### src/rtl/ysyx_040750_ifetch_axi.sv
// Instruction-fetch AXI4-lite read master sitting in front of the IF/PC stage.
//
// Takes one fetch request per handshake. For each request it issues a single AXI read and
// returns the selected 32-bit instruction as a one-cycle pulse on O_inst_valid. I_flush and
// I_fencei drop any response that is in flight. The AXI transaction still finishes normally,
// so the protocol stays legal.
//
// Optional feature: define YSYX_040750_IFETCH_LINEBUF_EN to enable a one-entry line buffer.
// It holds the last good beat. A request that hits the buffer returns its data one cycle
// later and issues no AR. I_fencei invalidates the buffer.
//
// Ports:
//   I_sys_clk, I_rst_n                       clock, asynchronous active-low reset
//   I_req_valid, I_req_addr, O_req_ready     fetch request handshake
//   I_flush, I_fencei                        drop the outstanding response
//   O_inst, O_inst_valid, O_fetch_err        fetched instruction (one-cycle pulse)
//   O_araddr, O_arvalid, I_arready           AXI AR channel
//   I_rdata, I_rresp, I_rvalid, O_rready     AXI R channel
module ysyx_040750_ifetch_axi #(
  parameter int unsigned ADDR_W = 32,
  parameter int unsigned DATA_W = 64
) (
  input  logic              I_sys_clk,
  input  logic              I_rst_n,
  input  logic              I_req_valid,
  input  logic [ADDR_W-1:0] I_req_addr,
  output logic              O_req_ready,
  input  logic              I_flush,
  input  logic              I_fencei,
  output logic [31:0]       O_inst,
  output logic              O_inst_valid,
  output logic              O_fetch_err,
  output logic [ADDR_W-1:0] O_araddr,
  output logic              O_arvalid,
  input  logic              I_arready,
  input  logic [DATA_W-1:0] I_rdata,
  input  logic [1:0]        I_rresp,
  input  logic              I_rvalid,
  output logic              O_rready
);

  localparam int unsigned OffW = $clog2(DATA_W / 8);

  typedef enum logic [1:0] {StIdle, StAr, StR} state_e;

  state_e            state_q, state_d;
  logic              drop_q, drop_d;
  logic              sel_q, sel_d;
  logic [ADDR_W-1:0] araddr_q, araddr_d;
  logic              arvalid_q, arvalid_d;
  logic              rready_q, rready_d;
  logic [31:0]       inst_q, inst_d;
  logic              inst_valid_q, inst_valid_d;
  logic              fetch_err_q, fetch_err_d;

  logic [ADDR_W-1:0] req_aligned;
  logic              req_sel;
  logic              kill;
  logic [63:0]       rdata_ext;
  logic [31:0]       beat_word;
  logic              lb_hit;
  logic [31:0]       lb_word;

  assign req_aligned = {I_req_addr[ADDR_W-1:OffW], {OffW{1'b0}}};
  // With a 32-bit bus every beat is a single instruction, so there is no half to pick.
  assign req_sel     = (DATA_W == 64) ? I_req_addr[2] : 1'b0;
  assign kill        = I_flush | I_fencei;
  // Zero-extend so the upper-half slice is legal for both bus widths.
  assign rdata_ext   = 64'(I_rdata);
  assign beat_word   = sel_q ? rdata_ext[63:32] : rdata_ext[31:0];

`ifdef YSYX_040750_IFETCH_LINEBUF_EN
  logic              lb_valid_q, lb_valid_d;
  logic [ADDR_W-1:0] lb_addr_q, lb_addr_d;
  logic [DATA_W-1:0] lb_data_q, lb_data_d;
  logic [63:0]       lb_ext;

  assign lb_ext  = 64'(lb_data_q);
  assign lb_word = req_sel ? lb_ext[63:32] : lb_ext[31:0];
  // A fence.i in the same cycle already invalidates the entry, so it must not hit.
  assign lb_hit  = lb_valid_q && !I_fencei && (lb_addr_q == req_aligned);

  always_ff @(posedge I_sys_clk or negedge I_rst_n) begin
    if (!I_rst_n) begin
      lb_valid_q <= 1'b0;
      lb_addr_q  <= '0;
      lb_data_q  <= '0;
    end else begin
      lb_valid_q <= lb_valid_d;
      lb_addr_q  <= lb_addr_d;
      lb_data_q  <= lb_data_d;
    end
  end
`else
  assign lb_hit  = 1'b0;
  assign lb_word = '0;
`endif

  always_comb begin
    state_d      = state_q;
    drop_d       = drop_q;
    sel_d        = sel_q;
    araddr_d     = araddr_q;
    arvalid_d    = arvalid_q;
    rready_d     = rready_q;
    inst_d       = inst_q;
    inst_valid_d = 1'b0;
    fetch_err_d  = 1'b0;
`ifdef YSYX_040750_IFETCH_LINEBUF_EN
    lb_valid_d   = lb_valid_q && !I_fencei;
    lb_addr_d    = lb_addr_q;
    lb_data_d    = lb_data_q;
`endif

    case (state_q)
      StIdle: begin
        if (I_req_valid) begin
          if (lb_hit) begin
            inst_d       = lb_word;
            inst_valid_d = 1'b1;
          end else begin
            sel_d     = req_sel;
            araddr_d  = req_aligned;
            arvalid_d = 1'b1;
            drop_d    = 1'b0;
            state_d   = StAr;
          end
        end
      end
      StAr: begin
        if (kill) drop_d = 1'b1;
        if (I_arready) begin
          arvalid_d = 1'b0;
          rready_d  = 1'b1;
          state_d   = StR;
        end
      end
      StR: begin
        if (kill) drop_d = 1'b1;
        if (I_rvalid) begin
          rready_d = 1'b0;
          state_d  = StIdle;
          if (!drop_q && !kill) begin
            inst_valid_d = 1'b1;
            if (I_rresp != 2'b00) begin
              fetch_err_d = 1'b1;
              inst_d      = 32'd0;
            end else begin
              inst_d = beat_word;
`ifdef YSYX_040750_IFETCH_LINEBUF_EN
              lb_valid_d = 1'b1;
              lb_addr_d  = araddr_q;
              lb_data_d  = I_rdata;
`endif
            end
          end
        end
      end
      default: state_d = StIdle;
    endcase
  end

  always_ff @(posedge I_sys_clk or negedge I_rst_n) begin
    if (!I_rst_n) begin
      state_q      <= StIdle;
      drop_q       <= 1'b0;
      sel_q        <= 1'b0;
      araddr_q     <= '0;
      arvalid_q    <= 1'b0;
      rready_q     <= 1'b0;
      inst_q       <= 32'd0;
      inst_valid_q <= 1'b0;
      fetch_err_q  <= 1'b0;
    end else begin
      state_q      <= state_d;
      drop_q       <= drop_d;
      sel_q        <= sel_d;
      araddr_q     <= araddr_d;
      arvalid_q    <= arvalid_d;
      rready_q     <= rready_d;
      inst_q       <= inst_d;
      inst_valid_q <= inst_valid_d;
      fetch_err_q  <= fetch_err_d;
    end
  end

  assign O_req_ready  = (state_q == StIdle);
  assign O_inst       = inst_q;
  assign O_inst_valid = inst_valid_q;
  assign O_fetch_err  = fetch_err_q;
  assign O_araddr     = araddr_q;
  assign O_arvalid    = arvalid_q;
  assign O_rready     = rready_q;

endmodule

### config.mk
export PLATFORM = sky130hd
export DESIGN_NAME = ysyx_040750_ifetch_axi
export DESIGN_NICKNAME = d
export VERILOG_FILES = /design/src/rtl/ysyx_040750_ifetch_axi.sv
export SDC_FILE = /design/constraint.sdc
export NUM_CORES = 1
export LEC_CHECK = 0
export CAP_MARGIN = 10
export CORE_MARGIN = 4
export CORE_UTILIZATION = 35
export CTS_CLUSTER_SIZE = 25
export DETAILED_ROUTE_END_ITERATION = 8
export PLACE_DENSITY = 0.76
export SETUP_SLACK_MARGIN = 0.05
export SYNTH_ARGS = -nofsm -noshare
export SYNTH_HDL_FRONTEND = slang
export SYNTH_SLANG_ARGS = --single-unit
### constraint.sdc
create_clock -name I_sys_clk -period 1.85 [get_ports I_sys_clk]
set_input_delay 0.37 -clock I_sys_clk [delete_from_list [all_inputs] [get_ports I_sys_clk]]
set_output_delay 0.37 -clock I_sys_clk [all_outputs]
set_load 0.05 [all_outputs]
==> results of run 1 <==
-- per-stage QoR --
stage	area (sq um)	total power (W)
2_1_floorplan	3240	0.00546
3_5_place_dp	4910	0.00698
5_1_grt	5310	0.00872
6_report	5310	0.00828
3_3_place_gp	4910	0.00688
4_1_cts	5110	0.00820
-- power by group through the flow --
stage | Combinational [W] | Sequential [W] | Clock [W]
after global routing | 0.00499 | 0.00243 | 0.00130
after floorplan | 0.00138 | 0.00407 | 0
final | 0.00474 | 0.00236 | 0.00119
after CTS | 0.00461 | 0.00235 | 0.00123
after global placement | 0.00454 | 0.00234 | 0
after detailed placement | 0.00460 | 0.00237 | 0
-- routing by layer --
metal  vias to the layer above  global-route usage
met5                         -                   0
met2                       112               0.247
li1                       1203                   -
met4                         0              0.0465
met3                         8              0.0701
met1                      1228               0.175
-- repair_timing --
item                                    4_1_cts  5_1_grt
endpoints found under the setup margin        2       32
pin swaps                                     0        1
resized for setup                             0       28
endpoints found under the hold margin        32        0
setup buffers                                 0        5
gates cloned                                  0        3
hold buffers                                  1        0
-- synth_stat cells --
master and n:
sky130_fd_sc_hd__a211oi_1 2, sky130_fd_sc_hd__mux2_1 2, sky130_fd_sc_hd__inv_1 6, sky130_fd_sc_hd__nand2b_1 1, sky130_fd_sc_hd__conb_1 1, sky130_fd_sc_hd__buf_4 3, sky130_fd_sc_hd__a21oi_1 1, sky130_fd_sc_hd__and2_1 1
sky130_fd_sc_hd__mux2i_1 34, sky130_fd_sc_hd__o21ai_0 1, sky130_fd_sc_hd__nor4_4 1, sky130_fd_sc_hd__nand3_1 1, sky130_fd_sc_hd__ha_1 5, sky130_fd_sc_hd__dfrtp_1 69, sky130_fd_sc_hd__buf_2 8, sky130_fd_sc_hd__nor2b_1 1
sky130_fd_sc_hd__a31o_2 1, sky130_fd_sc_hd__nand2_1 2, sky130_fd_sc_hd__mux2_2 62, sky130_fd_sc_hd__a22oi_1 1, sky130_fd_sc_hd__clkbuf_1 3, sky130_fd_sc_hd__buf_6 3, sky130_fd_sc_hd__a221oi_1 1, sky130_fd_sc_hd__nor2_1 35
sky130_fd_sc_hd__or2_2 2
-- critical path: cells and delay by family (launching register included) --
family | cells | cell delay (ns)
fa+ha+maj | 1 | 0.16
buf+inv | 3 | 0.42
simple gates | 2 | 0.42
flops | 1 | 0.41
mux | 1 | 0.32
-- cell families after synthesis --
logic type / Yosys count
and+or+nand+nor: 44
adders and majority gates: 5
DFF: 69
other: 1
muxes: 98
buffers and inverters: 23
AOI/OAI and AO/OA: 7
-- worst min-delay path by stage --
stage,start,end
4_1_cts,O_inst[29],O_inst[29]
3_5_place_dp,I_rst_n,O_inst[17]
3_3_place_gp,I_rst_n,O_inst[17]
2_1_floorplan,I_rst_n,O_araddr[10]
5_1_grt,O_araddr[29],O_araddr[29]
6_report,O_araddr[29],O_araddr[29]
-- area by class of cell --
class | count | area (sq um) | area share
clock inverter | 4 | 47.5 | 0.00895
sequential | 69 | 1730 | 0.325
clock buffer | 12 | 145 | 0.0273
inverter | 6 | 22.5 | 0.00424
tap | 108 | 135 | 0.0254
multi-input combinational | 157 | 1490 | 0.280
timing repair buffer | 184 | 1750 | 0.329
==> flow_summary.json, run 1 <==
{
  "run_status": "complete, but fails checks",
  "failed_checks": "negative setup slack",
  "wl_met3_um": 841,
  "yosys.area_share.simple": 0.0608,
  "numClockSinks": 69,
  "critPathArrivalTime_ns": 2.06,
  "met1Wirelength_um": 3490,
  "grt_max_degree": 38,
  "first_global_vias": 2733,
  "grt_antenna_before_repair": 0,
  "cts-buffers-inserted": 9,
  "final_hold_viol_count": 0,
  "synth_xor_xnor_area_share": 0,
  "gp_congestion": 0.724,
  "final_cells": 540,
  "tritoncts": "done",
  "fin_crit_ns": 1.85,
  "routed_wire_length_per_instance_um": 15.8,
  "dpl.cell_count": 515,
  "yosysTopAreaCell": "sky130_fd_sc_hd__dfrtp_1",
  "final_net_count": 537,
  "grt_util_all_layers": 0.151,
  "placement_rows": 34,
  "reg2reg_slack_ns": -0.002,
  "min_period_over_period": 1.00,
  "muxShareOfSynthArea": 0.328,
  "synth_compound_area_frac": 0.0155,
  "detailroute.via_count": 2551,
  "grt_setup_unrepaired": "true",
  "syn-mean-instance-area_sq_um": 13.1,
  "maxCapViolations": 0,
  "setup.worst_path.class": "reg2reg",
  "hpwlAfterDp_um": 6150,
  "syn_inst": 247,
  "die_y_um": 104,
  "power_frac_comb": 0.572,
  "setup.worst_path.end": "O_inst[12]",
  "timing.rr.end": "O_inst[12]",
  "detail-route-antenna-nets": 0,
  "floorplan.die_area_sq_um": 10800,
  "endpoint_kind": "register",
  "clock_pin_slew_worst_setup_and_hold_paths_ns": 0.07,
  "layout_common_cells": "101 x sky130_fd_sc_hd__clkdlybuf4s50_1, 71 x sky130_fd_sc_hd__buf_4, 68 x sky130_fd_sc_hd__dfrtp_1",
  "final.fill_count": 755,
  "routed-wl-met2_um": 4100,
  "cpMostUsedCell": "sky130_fd_sc_hd__buf_6",
  "timing.critical_path.slowest_stage_cell": "sky130_fd_sc_hd__dfrtp_1",
  "r2r_start": "state_q[0]",
  "clkPwrFrac": 0.143,
  "grt_first_pass_wirelength_um": 13400,
  "power.share.sequential": 0.285,
  "timing.clock.skew_ns": 0.00514,
  "synthesis.yosys.warnings": 0,
  "total_switching_power_w": 0.00367,
  "ys_top_cells_by_area": "sky130_fd_sc_hd__dfrtp_1 53%, sky130_fd_sc_hd__mux2_2 22%, sky130_fd_sc_hd__mux2i_1 11%",
  "design.core.area_sq_um": 8850,
  "htree_levels": 3,
  "max_stage_delay_ns": 0.41,
  "area_growth_pct": 64.4,
  "hold_slack_ns": 0.509,
  "highest_layer": "met4",
  "start_util": 0.365,
  "ys_seq_elements": 69,
  "clk_latency_ns": 0.32,
  "synth_cell_types": 25,
  "clk_path_buf_depth": 2,
  "max_ffs_per_register": 32,
  "layout.core_utilization": 0.600,
  "clock_tree.root_cell": "sky130_fd_sc_hd__clkbuf_8",
  "final_layout_size_suffix_gt1_frac": 0.389,
  "crit_path_cells": "inv_2 -> ha_4 -> nand2_4 -> nor4_4 -> buf_6 -> buf_6 -> mux2_2",
  "setup_violations": 4,
  "power_report.internal_total_w": 0.00461,
  "synth_top_family_by_area": "multiplexers",
  "power_switching_share": 0.444,
  "floorplan.io_pins": 174,
  "netlist_area_sq_um": 3230,
  "chipWidth_um": 104,
  "drt_pre_antenna_iters": 4,
  "grt-ovfl-total": 0,
  "insertedDiodeCount": 0,
  "critical_path.max_fanout": 4,
  "mostFrequentLayoutCell": "sky130_fd_sc_hd__clkdlybuf4s50_1",
  "drcViolationCount": 0,
  "timing.critical_path.from_type": "register",
  "timing.final.max_slew_violations": 0,
  "critical_path_required_ns": 2.06,
  "worst_hold_path_type": "reg2reg",
  "power_density_nw_per_um2": 1560,
  "reg2regPathDepth": 7,
  "synth_top_area_frac": 0.534,
  "worst_hold_stages": 1,
  "post_drt_via_cell_ratio": 4.72,
  "detailedRoute.firstIterationViolations": 57,
  "peak_supply_drop_mv": 1.22,
  "fin_setup_tns_ns": -0.00692,
  "number_of_input_and_output_port_buffers_inserted": 168,
  "synth_sequential_area_ratio": 0.534,
  "yosys.area_share.adder": 0.0194,
  "p_leak_nw": 2.52,
  "cp-startpoint": "state_q[0]",
  "place_worst_setup_slack_ns": -0.0638,
  "finalWorstSetupSlack_ns": -0.00246,
  "max_freq_mhz": 540,
  "drt_wl_total_um": 8530
}
Note: power is estimated with default switching activity, not from simulation.
==> run 2, diff against run 1 <==
--- a/config.mk
+++ b/config.mk
@@ -7,10 +7,11 @@
 export LEC_CHECK = 0
 export CAP_MARGIN = 10
 export CORE_MARGIN = 4
-export CORE_UTILIZATION = 35
+export CORE_UTILIZATION = 50
 export CTS_CLUSTER_SIZE = 25
 export DETAILED_ROUTE_END_ITERATION = 8
-export PLACE_DENSITY = 0.76
+export DONT_BUFFER_PORTS = 1
+export PLACE_DENSITY = 0.68
 export SETUP_SLACK_MARGIN = 0.05
 export SYNTH_ARGS = -nofsm -noshare
 export SYNTH_HDL_FRONTEND = slang
==> run 2 against run 1 <==
Clock power increased by 23%. Total power down 12%. Non-clock buffer count fell by 171. The flow finishes with violations (negative hold slack). Largest cell class is now flip-flops and latches. Clock-buffer cell count down 3. Worst hold slack lost 0.79 ns. Global-route usage grew 2.6 points. Critical path type unchanged. Final area decreased by 31%. Register-to-register slack gained 0.12 ns. Flip-flop and latch count did not move. Wire length fell by 20%.
==> flow_summary.json, run 2 (synthesis results as in run 1) <==
{
  "clkPwrFrac": 0.199,
  "numClockSinks": 69,
  "routed_wire_length_per_instance_um": 20.2,
  "finalWorstSetupSlack_ns": 0.121,
  "critical_path.max_fanout": 5,
  "max_freq_mhz": 578,
  "fin_setup_tns_ns": 0,
  "clock_pin_slew_worst_setup_and_hold_paths_ns": 0.08,
  "max_stage_delay_ns": 0.40,
  "layout.core_utilization": 0.580,
  "place_worst_setup_slack_ns": 0.0283,
  "cts-buffers-inserted": 9,
  "dpl.cell_count": 313,
  "peak_supply_drop_mv": 1.30,
  "final_net_count": 366,
  "groute.layer.met2.usage": 0.302,
  "grt_setup_unrepaired": "true",
  "worst_hold_path_type": "in2async",
  "critical_path.n_buffers_inverters": 3,
  "mostFrequentLayoutCell": "sky130_fd_sc_hd__dfrtp_1",
  "endpoint_kind": "register",
  "run_status": "complete, but fails checks",
  "setup_violations": 0,
  "grt_first_pass_wirelength_um": 10300,
  "timing.critical_path.slowest_stage_cell": "sky130_fd_sc_hd__dfrtp_1",
  "p_leak_nw": 1.76,
  "cp-startpoint": "state_q[0]",
  "final_cells": 338,
  "insertedDiodeCount": 0,
  "hpwlAfterDp_um": 4660,
  "power.share.sequential": 0.582,
  "start_util": 0.512,
  "final_hold_viol_count": 69,
  "power_frac_comb": 0.219,
  "timing.final.max_slew_violations": 0,
  "timing.rr.end": "O_inst[24]",
  "maxCapViolations": 0,
  "drt_wl_total_um": 6830,
  "hold_slack_ns": -0.281,
  "grt-ovfl-total": 0,
  "r2r_start": "state_q[0]",
  "clock_tree.root_cell": "sky130_fd_sc_hd__clkbuf_8",
  "crit_path_cells": "inv_2 -> ha_4 -> nand2_2 -> nor4_4 -> buf_4 -> bufbuf_16 -> mux2_2",
  "final_layout_size_suffix_gt1_frac": 0.387,
  "number_of_input_and_output_port_buffers_inserted": 0,
  "detailedRoute.firstIterationViolations": 48,
  "placement_rows": 29,
  "power_switching_share": 0.473,
  "clk_latency_ns": 0.33,
  "failed_checks": "negative hold slack",
  "chipWidth_um": 88.4,
  "fin_crit_ns": 1.73,
  "worst_slew_margin_relative_to_its_limit": 0.586,
  "critical_path.top_delay_family": "buffers and inverters",
  "power_density_nw_per_um2": 1990,
  "global_route.usage.met1": 0.193,
  "drt_pre_antenna_iters": 4,
  "floorplan.io_pins": 174,
  "tritoncts": "done",
  "drcViolationCount": 0,
  "groute.layer.met3.usage": 0.0689,
  "reg2regPathDepth": 7,
  "design.core.area_sq_um": 6310,
  "grt_util_all_layers": 0.177,
  "setup.worst_path.class": "reg2reg",
  "min_period_over_period": 0.935,
  "critPathArrivalTime_ns": 1.95,
  "detailroute.via_count": 1883,
  "die_y_um": 88.4,
  "actual_transition_at_the_worst_max_transition_pin_ns": 0.621,
  "first_global_vias": 2044,
  "layout_common_cells": "68 x sky130_fd_sc_hd__dfrtp_1, 61 x sky130_fd_sc_hd__mux2_2, 35 x sky130_fd_sc_hd__nor2_1",
  "max_ffs_per_register": 32,
  "area_growth_pct": 13.4,
  "detail-route-antenna-nets": 0,
  "total_switching_power_w": 0.00345,
  "gp_congestion": 0.723,
  "grt_max_degree": 70,
  "power_report.internal_total_w": 0.00385,
  "htree_levels": 3,
  "floorplan.die_area_sq_um": 7810,
  "grt_antenna_before_repair": 0,
  "reg2reg_slack_ns": 0.12,
  "timing.critical_path.from_type": "register",
  "post_drt_via_cell_ratio": 5.57,
  "critical_path_required_ns": 2.07,
  "timing.clock.skew_ns": 0.0124,
  "clk_path_buf_depth": 2,
  "gr-max-usage-layer": "met2"
}
-- run 2: cell count changes in the layout (fill, tap and decap cells not counted), moves of 3 or more --
| cell | before | now |
|---|---|---|
| sky130_fd_sc_hd__buf_12 | 6 | 3 |
| sky130_fd_sc_hd__buf_4 | 71 | 7 |
| sky130_fd_sc_hd__clkdlybuf4s50_1 | 101 | 0 |
| sky130_fd_sc_hd__mux2_2 | 44 | 61 |
| sky130_fd_sc_hd__mux2_4 | 19 | 2 |
-- run 2: power groups by stage --
stage | Clock (W) | Combinational (W) | Sequential, W
2_1_floorplan | 0 | 0.00138 | 0.00407
3_3_place_gp | 0 | 0.00149 | 0.00427
3_5_place_dp | 0 | 0.00155 | 0.00428
4_1_cts | 0.00150 | 0.00160 | 0.00426
5_1_grt | 0.00157 | 0.00175 | 0.00433
6_report | 0.00146 | 0.00160 | 0.00425
-- run 2: routing by layer --
metal  vias to the layer above  wire length (um)
li1                        864                 -
met1                       907              2450
met2                       100              3520
met3                        12               730
met4                         0               130
met5                         -                 0
-- run 2: worst reg2reg max path, stage by stage (launching register included) --
cell	delay, ns
sky130_fd_sc_hd__dfrtp_1	0.40
sky130_fd_sc_hd__inv_2	0.10
sky130_fd_sc_hd__ha_4	0.14
sky130_fd_sc_hd__nand2_2	0.06
sky130_fd_sc_hd__nor4_4	0.16
sky130_fd_sc_hd__buf_4	0.17
sky130_fd_sc_hd__bufbuf_16	0.25
sky130_fd_sc_hd__mux2_2	0.32
-- run 2: metrics by stage --
stage          instance area, sq um  total power (W)
2_1_floorplan                  3240          0.00546
3_3_place_gp                   3300          0.00577
3_5_place_dp                   3300          0.00584
4_1_cts                        3640          0.00736
5_1_grt                        3660          0.00765
6_report                       3660          0.00730
-- run 2: worst max-delay path by stage --
stage | end | slack [ns] | cells after the start
floorplan | O_inst[13] | 0.09 | 6
global placement | O_inst[23] | 0.08 | 6
detailed placement | O_inst[30] | 0.03 | 6
CTS | O_inst[26] | 0.07 | 7
global route | state_q[1] | 0.03 | 5
finish | O_inst[24] | 0.12 | 7
-- run 2: layout make-up --
cell class,instances,area [sq um]
Multi-Input combinational cell,157,1410
Fill cell,527,2650
Clock inverter,7,114
Clock buffer,9,124
Inverter,6,22.5
Sequential cell,69,1730
Tap cell,77,96.3
Timing Repair Buffer,13,171
-- run 2: what timing repair did --
item                                    in CTS  in global routing
endpoints found under the setup margin      32                 15
gates resized for setup                      2                  5
cloned                                       3                  0
hold endpoints to repair                    69                 69
pin swaps                                    0                  0
setup buffers                                6                  0
